**src/rtl/pipeline_hazard_ctrl_if.sv**
```systemverilog
// Signal bundle between the decode/execute datapath and pipeline_hazard_ctrl.
// Optional feature macro: PHC_MEM_WAIT_EN (adds mem_busy).
//
// Handshake: this block has no valid/ready pair. Every datapath-side signal
// describes the instruction currently held in IF/ID or ID/EX and is sampled
// each cycle. Every controller-side enable or flush applies to the next
// rising edge of clk. The master (datapath) drives the instruction
// attributes. The slave (controller) drives the enables, flushes, status and
// the state_dbg view of its FSM.
interface pipeline_hazard_ctrl_if #(
    parameter int CNT_W = 16
);
    // ID/EX instruction attributes
    logic             mem_read_de;
    logic             flag_write_de;
    logic [3:0]       dst_reg_de;

    // IF/ID instruction attributes
    logic [3:0]       rs_fd;
    logic [3:0]       rt_fd;
    logic             uses_rs_fd;
    logic             uses_rt_fd;
    logic             is_branch_fd;
    logic             branch_taken_fd;
    logic             hlt_fd;

`ifdef PHC_MEM_WAIT_EN
    logic             mem_busy;
`endif

    // Controller outputs
    logic             pc_en;
    logic             ifid_en;
    logic             ifid_flush;
    logic             idex_flush;
    logic             pipe_en;
    logic             halted;
    logic [CNT_W-1:0] stall_count;
    logic [1:0]       state_dbg;

`ifdef PHC_MEM_WAIT_EN
    modport master (
        output mem_read_de, flag_write_de, dst_reg_de,
        output rs_fd, rt_fd, uses_rs_fd, uses_rt_fd,
        output is_branch_fd, branch_taken_fd, hlt_fd, mem_busy,
        input  pc_en, ifid_en, ifid_flush, idex_flush, pipe_en,
        input  halted, stall_count, state_dbg
    );

    modport slave (
        input  mem_read_de, flag_write_de, dst_reg_de,
        input  rs_fd, rt_fd, uses_rs_fd, uses_rt_fd,
        input  is_branch_fd, branch_taken_fd, hlt_fd, mem_busy,
        output pc_en, ifid_en, ifid_flush, idex_flush, pipe_en,
        output halted, stall_count, state_dbg
    );
`else
    modport master (
        output mem_read_de, flag_write_de, dst_reg_de,
        output rs_fd, rt_fd, uses_rs_fd, uses_rt_fd,
        output is_branch_fd, branch_taken_fd, hlt_fd,
        input  pc_en, ifid_en, ifid_flush, idex_flush, pipe_en,
        input  halted, stall_count, state_dbg
    );

    modport slave (
        input  mem_read_de, flag_write_de, dst_reg_de,
        input  rs_fd, rt_fd, uses_rs_fd, uses_rt_fd,
        input  is_branch_fd, branch_taken_fd, hlt_fd,
        output pc_en, ifid_en, ifid_flush, idex_flush, pipe_en,
        output halted, stall_count, state_dbg
    );
`endif

endinterface

```
**src/rtl/pipeline_hazard_ctrl.sv**
```systemverilog
// Pipeline sequencing controller for the five-stage core.
// It resolves load-use and flag-use stalls, squashes IF/ID on a taken branch,
// and drains the pipe after HLT. It also keeps a saturating stall counter.
// Optional feature macro: PHC_MEM_WAIT_EN. When defined, the bus has a
// mem_busy input that freezes the whole pipe, the FSM and the counters.
// CNT_W must match the CNT_W of the connected pipeline_hazard_ctrl_if.
module pipeline_hazard_ctrl #(
    parameter int DRAIN_CYCLES = 3,
    parameter int CNT_W        = 16
) (
    input  logic                   clk,
    input  logic                   rst,
    pipeline_hazard_ctrl_if.slave  bus
);

    typedef enum logic [1:0] {
        ST_RUN    = 2'd0,
        ST_DRAIN  = 2'd1,
        ST_HALTED = 2'd2
    } state_t;

    // The drain counter only needs to hold DRAIN_CYCLES
    localparam int              DW         = (DRAIN_CYCLES < 2) ? 1 : $clog2(DRAIN_CYCLES + 1);
    localparam logic [DW-1:0]   DRAIN_INIT = DW'(DRAIN_CYCLES);
    localparam logic [DW-1:0]   DRAIN_LAST = DW'(1);
    localparam logic [CNT_W-1:0] CNT_MAX   = '1;

    state_t             state_q, state_d;
    logic [DW-1:0]      drain_q, drain_d;
    logic [CNT_W-1:0]   cnt_q,   cnt_d;
    logic               halted_q, halted_d;

    logic               busy;
    logic               rs_match;
    logic               rt_match;
    logic               load_use;
    logic               flag_use;
    logic               hazard;

`ifdef PHC_MEM_WAIT_EN
    assign busy = bus.mem_busy;
`else
    assign busy = 1'b0;
`endif

    // Hazard detection: a load into R0 never stalls because R0 is hard-wired
    always_comb begin
        rs_match = bus.uses_rs_fd && (bus.rs_fd == bus.dst_reg_de);
        rt_match = bus.uses_rt_fd && (bus.rt_fd == bus.dst_reg_de);
        load_use = bus.mem_read_de && (bus.dst_reg_de != 4'd0) && (rs_match || rt_match);
        flag_use = bus.is_branch_fd && bus.flag_write_de;
        hazard   = load_use || flag_use;
    end

    // State register: FSM state, drain counter, stall counter and halted flag
    always_ff @(posedge clk or posedge rst) begin
        if (rst) begin
            state_q  <= ST_RUN;
            drain_q  <= '0;
            cnt_q    <= '0;
            halted_q <= 1'b0;
        end else begin
            state_q  <= state_d;
            drain_q  <= drain_d;
            cnt_q    <= cnt_d;
            halted_q <= halted_d;
        end
    end

    // Next-state logic. A memory wait holds every register where it is.
    always_comb begin
        state_d  = state_q;
        drain_d  = drain_q;
        cnt_d    = cnt_q;
        halted_d = halted_q;
        if (!busy) begin
            case (state_q)
                ST_RUN: begin
                    if (hazard) begin
                        // A stall cycle is counted; branch and HLT wait for re-decode
                        if (cnt_q != CNT_MAX) begin
                            cnt_d = cnt_q + CNT_W'(1);
                        end
                    end else if (bus.hlt_fd) begin
                        state_d = ST_DRAIN;
                        drain_d = DRAIN_INIT;
                    end
                end
                ST_DRAIN: begin
                    // The last drain cycle hands over to HALTED; halted is registered with it
                    if (drain_q <= DRAIN_LAST) begin
                        state_d  = ST_HALTED;
                        drain_d  = '0;
                        halted_d = 1'b1;
                    end else begin
                        drain_d  = drain_q - DRAIN_LAST;
                    end
                end
                ST_HALTED: begin
                    halted_d = 1'b1;
                end
                default: begin
                    state_d  = ST_RUN;
                    drain_d  = '0;
                    halted_d = 1'b0;
                end
            endcase
        end
    end

    // Output logic (Mealy): enables and flushes follow the current inputs in the same cycle
    always_comb begin
        bus.pc_en      = 1'b1;
        bus.ifid_en    = 1'b1;
        bus.ifid_flush = 1'b0;
        bus.idex_flush = 1'b0;
        bus.pipe_en    = 1'b1;
        if (busy) begin
            // Freeze everything; no flush so no instruction is lost
            bus.pc_en   = 1'b0;
            bus.ifid_en = 1'b0;
            bus.pipe_en = 1'b0;
        end else begin
            case (state_q)
                ST_RUN: begin
                    if (hazard) begin
                        // Hold PC and IF/ID, insert one bubble into ID/EX
                        bus.pc_en      = 1'b0;
                        bus.ifid_en    = 1'b0;
                        bus.idex_flush = 1'b1;
                    end else if (bus.hlt_fd) begin
                        // HLT moves on into ID/EX; nothing behind it is fetched
                        bus.pc_en      = 1'b0;
                        bus.ifid_flush = 1'b1;
                    end else if (bus.branch_taken_fd) begin
                        // The branch path loads the PC; squash the fall-through fetch
                        bus.ifid_flush = 1'b1;
                    end
                end
                ST_DRAIN, ST_HALTED: begin
                    // Front end frozen; back end keeps retiring into bubbles
                    bus.pc_en      = 1'b0;
                    bus.ifid_en    = 1'b0;
                    bus.idex_flush = 1'b1;
                end
                default: begin
                    bus.pc_en   = 1'b0;
                    bus.ifid_en = 1'b0;
                end
            endcase
        end
    end

    // Registered status and FSM debug view
    always_comb begin
        bus.halted      = halted_q;
        bus.stall_count = cnt_q;
        bus.state_dbg   = state_q;
    end

endmodule

```
**src/flat_wrapper.sv**
```systemverilog
// flat-port wrapper written by rule: the top's interface ports become plain ports
module pipeline_hazard_ctrl_flat 
#(
    parameter int DRAIN_CYCLES = 3,
    parameter int CNT_W        = 16
)
  (clk, rst, bus_mem_read_de, bus_flag_write_de, bus_dst_reg_de, bus_rs_fd, bus_rt_fd, bus_uses_rs_fd, bus_uses_rt_fd, bus_is_branch_fd, bus_branch_taken_fd, bus_hlt_fd, bus_pc_en, bus_ifid_en, bus_ifid_flush, bus_idex_flush, bus_pipe_en, bus_halted, bus_stall_count, bus_state_dbg);
  pipeline_hazard_ctrl_if #(.CNT_W(CNT_W)) bus_i ();
  input  logic clk;
  input  logic rst;
  input wire logic [$bits(bus_i.mem_read_de)-1:0] bus_mem_read_de;
  input wire logic [$bits(bus_i.flag_write_de)-1:0] bus_flag_write_de;
  input wire logic [$bits(bus_i.dst_reg_de)-1:0] bus_dst_reg_de;
  input wire logic [$bits(bus_i.rs_fd)-1:0] bus_rs_fd;
  input wire logic [$bits(bus_i.rt_fd)-1:0] bus_rt_fd;
  input wire logic [$bits(bus_i.uses_rs_fd)-1:0] bus_uses_rs_fd;
  input wire logic [$bits(bus_i.uses_rt_fd)-1:0] bus_uses_rt_fd;
  input wire logic [$bits(bus_i.is_branch_fd)-1:0] bus_is_branch_fd;
  input wire logic [$bits(bus_i.branch_taken_fd)-1:0] bus_branch_taken_fd;
  input wire logic [$bits(bus_i.hlt_fd)-1:0] bus_hlt_fd;
  output wire logic [$bits(bus_i.pc_en)-1:0] bus_pc_en;
  output wire logic [$bits(bus_i.ifid_en)-1:0] bus_ifid_en;
  output wire logic [$bits(bus_i.ifid_flush)-1:0] bus_ifid_flush;
  output wire logic [$bits(bus_i.idex_flush)-1:0] bus_idex_flush;
  output wire logic [$bits(bus_i.pipe_en)-1:0] bus_pipe_en;
  output wire logic [$bits(bus_i.halted)-1:0] bus_halted;
  output wire logic [$bits(bus_i.stall_count)-1:0] bus_stall_count;
  output wire logic [$bits(bus_i.state_dbg)-1:0] bus_state_dbg;
  assign bus_i.mem_read_de = bus_mem_read_de;
  assign bus_i.flag_write_de = bus_flag_write_de;
  assign bus_i.dst_reg_de = bus_dst_reg_de;
  assign bus_i.rs_fd = bus_rs_fd;
  assign bus_i.rt_fd = bus_rt_fd;
  assign bus_i.uses_rs_fd = bus_uses_rs_fd;
  assign bus_i.uses_rt_fd = bus_uses_rt_fd;
  assign bus_i.is_branch_fd = bus_is_branch_fd;
  assign bus_i.branch_taken_fd = bus_branch_taken_fd;
  assign bus_i.hlt_fd = bus_hlt_fd;
  assign bus_pc_en = bus_i.pc_en;
  assign bus_ifid_en = bus_i.ifid_en;
  assign bus_ifid_flush = bus_i.ifid_flush;
  assign bus_idex_flush = bus_i.idex_flush;
  assign bus_pipe_en = bus_i.pipe_en;
  assign bus_halted = bus_i.halted;
  assign bus_stall_count = bus_i.stall_count;
  assign bus_state_dbg = bus_i.state_dbg;
  pipeline_hazard_ctrl #(.DRAIN_CYCLES(DRAIN_CYCLES), .CNT_W(CNT_W)) u_core (.clk(clk), .rst(rst), .bus(bus_i));
endmodule
```
**config.mk**
```make
export PLATFORM = sky130hd
export DESIGN_NAME = pipeline_hazard_ctrl_flat
export DESIGN_NICKNAME = d
export VERILOG_FILES = /design/src/rtl/pipeline_hazard_ctrl_if.sv /design/src/rtl/pipeline_hazard_ctrl.sv /design/src/flat_wrapper.sv
export SDC_FILE = /design/constraint.sdc
export NUM_CORES = 1
export LEC_CHECK = 0
export CAP_MARGIN = 20
export CORE_MARGIN = 10
export CORE_UTILIZATION = 48
export CTS_CLUSTER_DIAMETER = 150
export DETAILED_ROUTE_END_ITERATION = 8
export GPL_ROUTABILITY_DRIVEN = 1
export PLACE_DENSITY = 0.85
export SLEW_MARGIN = 20
export SYNTH_ARGS = -nofsm -noshare
export SYNTH_HDL_FRONTEND = slang
export SYNTH_SLANG_ARGS = --single-unit
```
**constraint.sdc**
```tcl
create_clock -name clk -period 4.3 [get_ports clk]
set_clock_uncertainty 0.15 [all_clocks]
set_input_delay 0.86 -clock clk [delete_from_list [all_inputs] [get_ports clk]]
set_output_delay 0.86 -clock clk [all_outputs]
set_load 0.01 [all_outputs]
```
==> results_dict.tcl, run 1 <==
set metrics [dict create \
    outcome "complete, no violations" \
    cts.htree.levels 1 \
    drtAntennaViolNets 0 \
    cp_cell_sequence "clkdlybuf4s50_1 > o41a_1 > nand3_1 > nor4_1 > a211oi_2 > nand2_1 > nor2_1 > clkdlybuf4s50_1" \
    die-area_um2 5050 \
    drive_above_1_share_pct 3.91 \
    clk_latency_ns 0.30 \
    vias_per_cell 5.35 \
    cts.root.buffer_cell "clkbuf_4" \
    grt_pass1_wl_mm 5.38 \
    fin_nets 206 \
    wl_per_cell_um 14.9 \
    synthFlopType "dfrtp_1" \
    fin_setup_tns_ns 0 \
    synthArstFlopShare_pct 100 \
    crit_family "buffers and inverters" \
    syn-num-nets 161 \
    ioPinCount 45 \
    synth_edf_count 0 \
    drv_slew 0 \
    synth_commonest_cells "dfrtp_1 (21), xor2_1 (18), nand2_1 (17)" \
    fin_hold_ws_ns 0.360 \
    synth_top_area_cell "dfrtp_1" \
    min_period_over_period_pct 92.6 \
    crit_arrival_ns 2.97 \
    hold_viol 0 \
    antenna_cells 0 \
    crit_buf_inv 2 \
    min_path_type "flop to flop" \
    yosys_warnings 0 \
    place_hpwl_mm 2.51 \
    post-cts-setup-buffers 0 \
    yosys-top-cells-area "dfrtp_1 (42%), xor2_1 (13%), nand2_1 (5.1%)" \
    worst_pin_slew_ns 0.822 \
    ys_seq_area_share_pct 42.0 \
    fmax_mhz 251 \
    crit_top_cell "clkdlybuf4s50_1" \
    worst_setup_path_start_kind "input pin" \
    ys_seq_elements 21 \
    grt_max_degree 22 \
    cts_buffer_depth 2 \
    period_needed_ns 3.98 \
    numCtsBuffers 3 \
    drtIter0Drc 111 \
    globalRouteOverflowTotal 0 \
    dp_slack_ns 0.296 \
    port_buffers 43 \
    p_leak_nw 0.765 \
    critical_path_peak_fanout 3 \
    drc 0 \
    post_cts_resized 0 \
    ctsHoldBuffers 0 \
    synth_top_area_share_pct 42.0 \
    crit_type "input pin to output port" \
    max-vdd-ir-drop_uv 415 \
    start_util_pct 50.6 \
    die_w_um 71.1 \
    cts.clk_slew.worst_paths_ns 0.12 \
    wirelength_mm 3.11 \
    avgSynthCellArea_um2 9.28 \
    relSlewSlack_pct 45.1 \
    synth_area_um2 1250 \
    clock_sinks 21 \
    die_h_um 71.1 \
    dr.pass1.iters 4 \
    rows 18 \
    end_kind "output port" \
    finalPower_mw 0.787 \
    antenna_found_initial 0 \
    yosysMostFrequentCell "dfrtp_1" \
    cts_tree "built" \
    maxCapViolCount 0 \
    setup_violations 0 \
    crit_required_ns 3.29 \
    vias 1118 \
    synth_cells 135 \
    coreArea_um2 2480 \
    track_usage_pct 12.4 \
    cp_slowest_cell "clkdlybuf4s50_1" \
    place_congestion 0.800 \
    syn_to_final_growth_pct 38.2 \
    grt_pass1_vias 1142 \
    power.density_nw_per_um2 455 \
    finish.utilization_pct 69.8 \
    synth_cell_type_count 31 \
    fillers 195 \
    fin_ws_ns 0.318 \
    rsz0062_at_grt "false" \
    max_stage_delay_ns 0.55 \
]
-- layout make-up --
type | instances | area (um2) | area share, %
multi-input combinational | 104 | 681 | 39.3
clock buffer | 4 | 26.3 | 1.52
timing repair buffer | 44 | 438 | 25.3
tap | 30 | 37.5 | 2.17
sequential | 21 | 526 | 30.4
inverter | 6 | 22.5 | 1.30
-- routing by layer --
layer / share of wire (%) / GRT usage, %
met2: 48 / 20.1
met4: 0.51 / 2.37
met5: 0 / 0
met1: 42 / 14.4
met3: 9.6 / 6.56
-- placed cells by master, fill, tap and decap left out, types with 2 or more instances in the layout --
cell	n
a21oi_1	4
nor2_1	11
nor3_1	6
xnor2_1	2
xor2_1	18
nand3_1	11
and3_1	3
nor4_1	4
nand4_1	3
clkbuf_4	3
clkdlybuf4s50_1	43
nand2_1	17
ha_1	5
nand2b_1	3
inv_1	6
dfrtp_1	21
mux2_2	2
mux2_1	3
-- state kept, by name, summed over array words and instances, names as in the netlist --
signal,cells
u_core.bus.halted,1
u_core.bus.stall_count,16
u_core.bus.state_dbg,2
u_core.drain_q,2
-- report_power, final --
part           internal (mW)  switching (mW)
logic                  0.203           0.178
clock network         0.0361          0.0602
registers              0.249          0.0601
total                  0.489           0.298
-- logic make-up after synthesis --
| kind of cell | count (synthesis) | synth area share, % |
|---|---|---|
| buffers and inverters | 10 | 3.70 |
| DFF | 21 | 42.0 |
| AOI/OAI and AO/OA | 10 | 5.89 |
| and+or+nand+nor | 63 | 24.7 |
| other | 1 | 0.299 |
| xor gates and xnor gates | 20 | 14.0 |
| adders and majority gates | 5 | 5.00 |
| muxes | 5 | 4.50 |
-- through the flow --
step	cell area [um2]	std cells
6_report	1730	209
2_1_floorplan	1250	135
3_5_place_dp	1700	205
5_1_grt	1730	209
4_1_cts	1730	209
3_3_place_gp	1700	205
-- worst paths after layout --
check	start	endpoint	slack, ns	cells past startpoint
worst max-delay path	bus_dst_reg_de[0]	bus_ifid_flush	0.32	8
worst min-delay path	u_core.bus.stall_count[6]	u_core.bus.stall_count[6]	0.36	1
worst max register to register	u_core.bus.state_dbg[1]	u_core.bus.stall_count[15]	2.12	7
worst min register to register	u_core.bus.stall_count[6]	u_core.bus.stall_count[6]	0.36	1
max in group asynchronous	rst	u_core.bus.state_dbg[1]	2.64	2
min in group asynchronous	rst	u_core.bus.stall_count[6]	0.86	2
(Power assumes the default switching activity.)
==> inputs of run 2 (changes only) <==
--- a/config.mk
+++ b/config.mk
@@ -9,9 +9,11 @@
 export CORE_MARGIN = 10
 export CORE_UTILIZATION = 48
 export CTS_CLUSTER_DIAMETER = 150
+export CTS_CLUSTER_SIZE = 12
 export DETAILED_ROUTE_END_ITERATION = 8
 export GPL_ROUTABILITY_DRIVEN = 1
 export PLACE_DENSITY = 0.85
+export RECOVER_POWER = 50
 export SLEW_MARGIN = 20
 export SYNTH_ARGS = -nofsm -noshare
 export SYNTH_HDL_FRONTEND = slang
==> run 2 against run 1 <==
- power decreased by 1.3%
- maximum frequency about the same
- die area stayed put
- non-clock buffer count unchanged
- sequential power hardly changed
- cell area is the same
- critical path depth stayed put
- clock power hardly changed
- sequential cell count stayed put
- worst setup slack barely moved
- wire length barely moved
- critical endpoint unchanged
- largest cell class unchanged
- largest power group unchanged
==> results_dict.tcl, run 2 (synthesis results as in run 1) <==
set metrics [dict create \
    outcome "complete, no violations" \
    worst_setup_path_start_kind "input pin" \
    worst_pin_slew_ns 0.823 \
    largest_reg_flops 16 \
    r2r_cells 7 \
    period_needed_ns 3.98 \
    p_leak_nw 0.782 \
    min_to "u_core.bus.stall_count[6]" \
    fin_nets 206 \
    critical_path_peak_fanout 3 \
    antenna_cells 0 \
    cts.clk_slew.worst_paths_ns 0.12 \
    hold_viol 0 \
    fmax_mhz 251 \
    p_int_mw 0.479 \
    finish.utilization_pct 69.8 \
    place_hpwl_mm 2.51 \
    r2r_start "u_core.bus.state_dbg[1]" \
    die-area_um2 5050 \
    rsz0062_at_grt "false" \
    port_buffers 43 \
    syn_to_final_growth_pct 38.2 \
    drive_above_1_share_pct 3.91 \
    power_frac_clock_pct 12.4 \
    numCtsBuffers 3 \
    min_path_cells 1 \
    fin_hold_ws_ns 0.355 \
    coreArea_um2 2480 \
    min_period_over_period_pct 92.6 \
    grt_pass1_wl_mm 5.38 \
    cts_buffer_depth 2 \
    place_area_um2 1700 \
    vias_per_cell 5.34 \
    cts.htree.levels 1 \
    power.density_nw_per_um2 449 \
    finalPower_mw 0.777 \
    drtIter0Drc 112 \
    start_util_pct 50.6 \
    max-vdd-ir-drop_uv 407 \
    relSlewSlack_pct 45.1 \
    drtAntennaViolNets 0 \
    dr.pass1.iters 4 \
    antenna_found_initial 0 \
    post_cts_resized 0 \
    fin_setup_tns_ns 0 \
    switching_share_pct 38.3 \
    clock_sinks 21 \
    cts.root.buffer_cell "clkbuf_4" \
    min_from "u_core.bus.stall_count[6]" \
    vias 1116 \
    grt_pass1_vias 1142 \
    end_kind "output port" \
    cts_tree "built" \
    wl_per_cell_um 14.9 \
    track_usage_pct 12.4 \
    die_h_um 71.1 \
    drv_slew 0 \
    min_path_type "flop to flop" \
    drc 0 \
    ctsHoldBuffers 0 \
    clk_latency_ns 0.30 \
    final_cell_mix "clkdlybuf4s50_1 (32), dfrtp_1 (21), xor2_1 (18)" \
    power_frac_comb_pct 47.9 \
    switchingPower_mw 0.297 \
    power.share.sequential_pct 39.7 \
    rows 18 \
    design_area_um2 1730 \
    maxCapViolCount 0 \
    post-cts-setup-buffers 0 \
    globalRouteOverflowTotal 0 \
    grt_max_degree 22 \
    crit_arrival_ns 2.97 \
    final_common_cell "clkdlybuf4s50_1" \
    crit_required_ns 3.29 \
    ioPinCount 45 \
    crit_type "input pin to output port" \
    rr_endpoint "u_core.bus.stall_count[15]" \
    wirelength_mm 3.12 \
    ff2ff_setup_slack_ns 2.13 \
    setup_violations 0 \
    die_w_um 71.1 \
    place_congestion 0.800 \
]
[run 2: cell types whose count changed in the layout (fill, tap and decap cells not counted)]
cell / previous run / this run
clkdlybuf4s50_1: 43 / 32
dlygate4sd3_1: 0 / 11
[run 2: metrics by stage]
step           setup WS, ns  cells
3_5_place_dp          0.296    205
3_3_place_gp          0.349    205
6_report              0.318    209
2_1_floorplan          1.14    135
4_1_cts               0.299    209
5_1_grt               0.167    209
[run 2: how the worst max path moves through the flow]
stage                            startpoint        endpoint
after global placement    bus_dst_reg_de[0]  bus_ifid_flush
after CTS                 bus_dst_reg_de[0]  bus_ifid_flush
after detailed placement  bus_dst_reg_de[0]  bus_ifid_flush
after floorplan           bus_dst_reg_de[0]  bus_ifid_flush
final                     bus_dst_reg_de[0]  bus_ifid_flush
after global routing      bus_dst_reg_de[0]  bus_ifid_flush
[run 2: per-layer routing]
metal  share of wire, %  GRT usage (%)  wire, um
met3                9.6           6.56       298
met4               0.51           2.37        16
met1                 42           14.4      1300
met2                 48           20.1      1500
met5                  0              0         0
[run 2: layout make-up]
| class | instances | area [um2] |
|---|---|---|
| clock buffer | 4 | 26.3 |
| timing repair buffer | 44 | 438 |
| multi-input combinational | 104 | 681 |
| inverter | 6 | 22.5 |
| tap | 30 | 37.5 |
| fill | 195 | 747 |
| sequential | 21 | 526 |
[run 2: critical path: stages]
cell and delay (ns):
clkdlybuf4s50_1 0.47, o41a_1 0.46, nand3_1 0.09, nor4_1 0.05, a211oi_2 0.24, nand2_1 0.12, nor2_1 0.12, clkdlybuf4s50_1 0.55
[run 2: power groups by stage]
stage                     clock network, mW  logic (mW)  registers (mW)
after detailed placement                  0       0.387           0.314
after CTS                            0.0973       0.389           0.309
after global routing                  0.106       0.418           0.318
final                                0.0963       0.372           0.308
after floorplan                           0       0.183           0.322
after global placement                    0       0.374           0.311
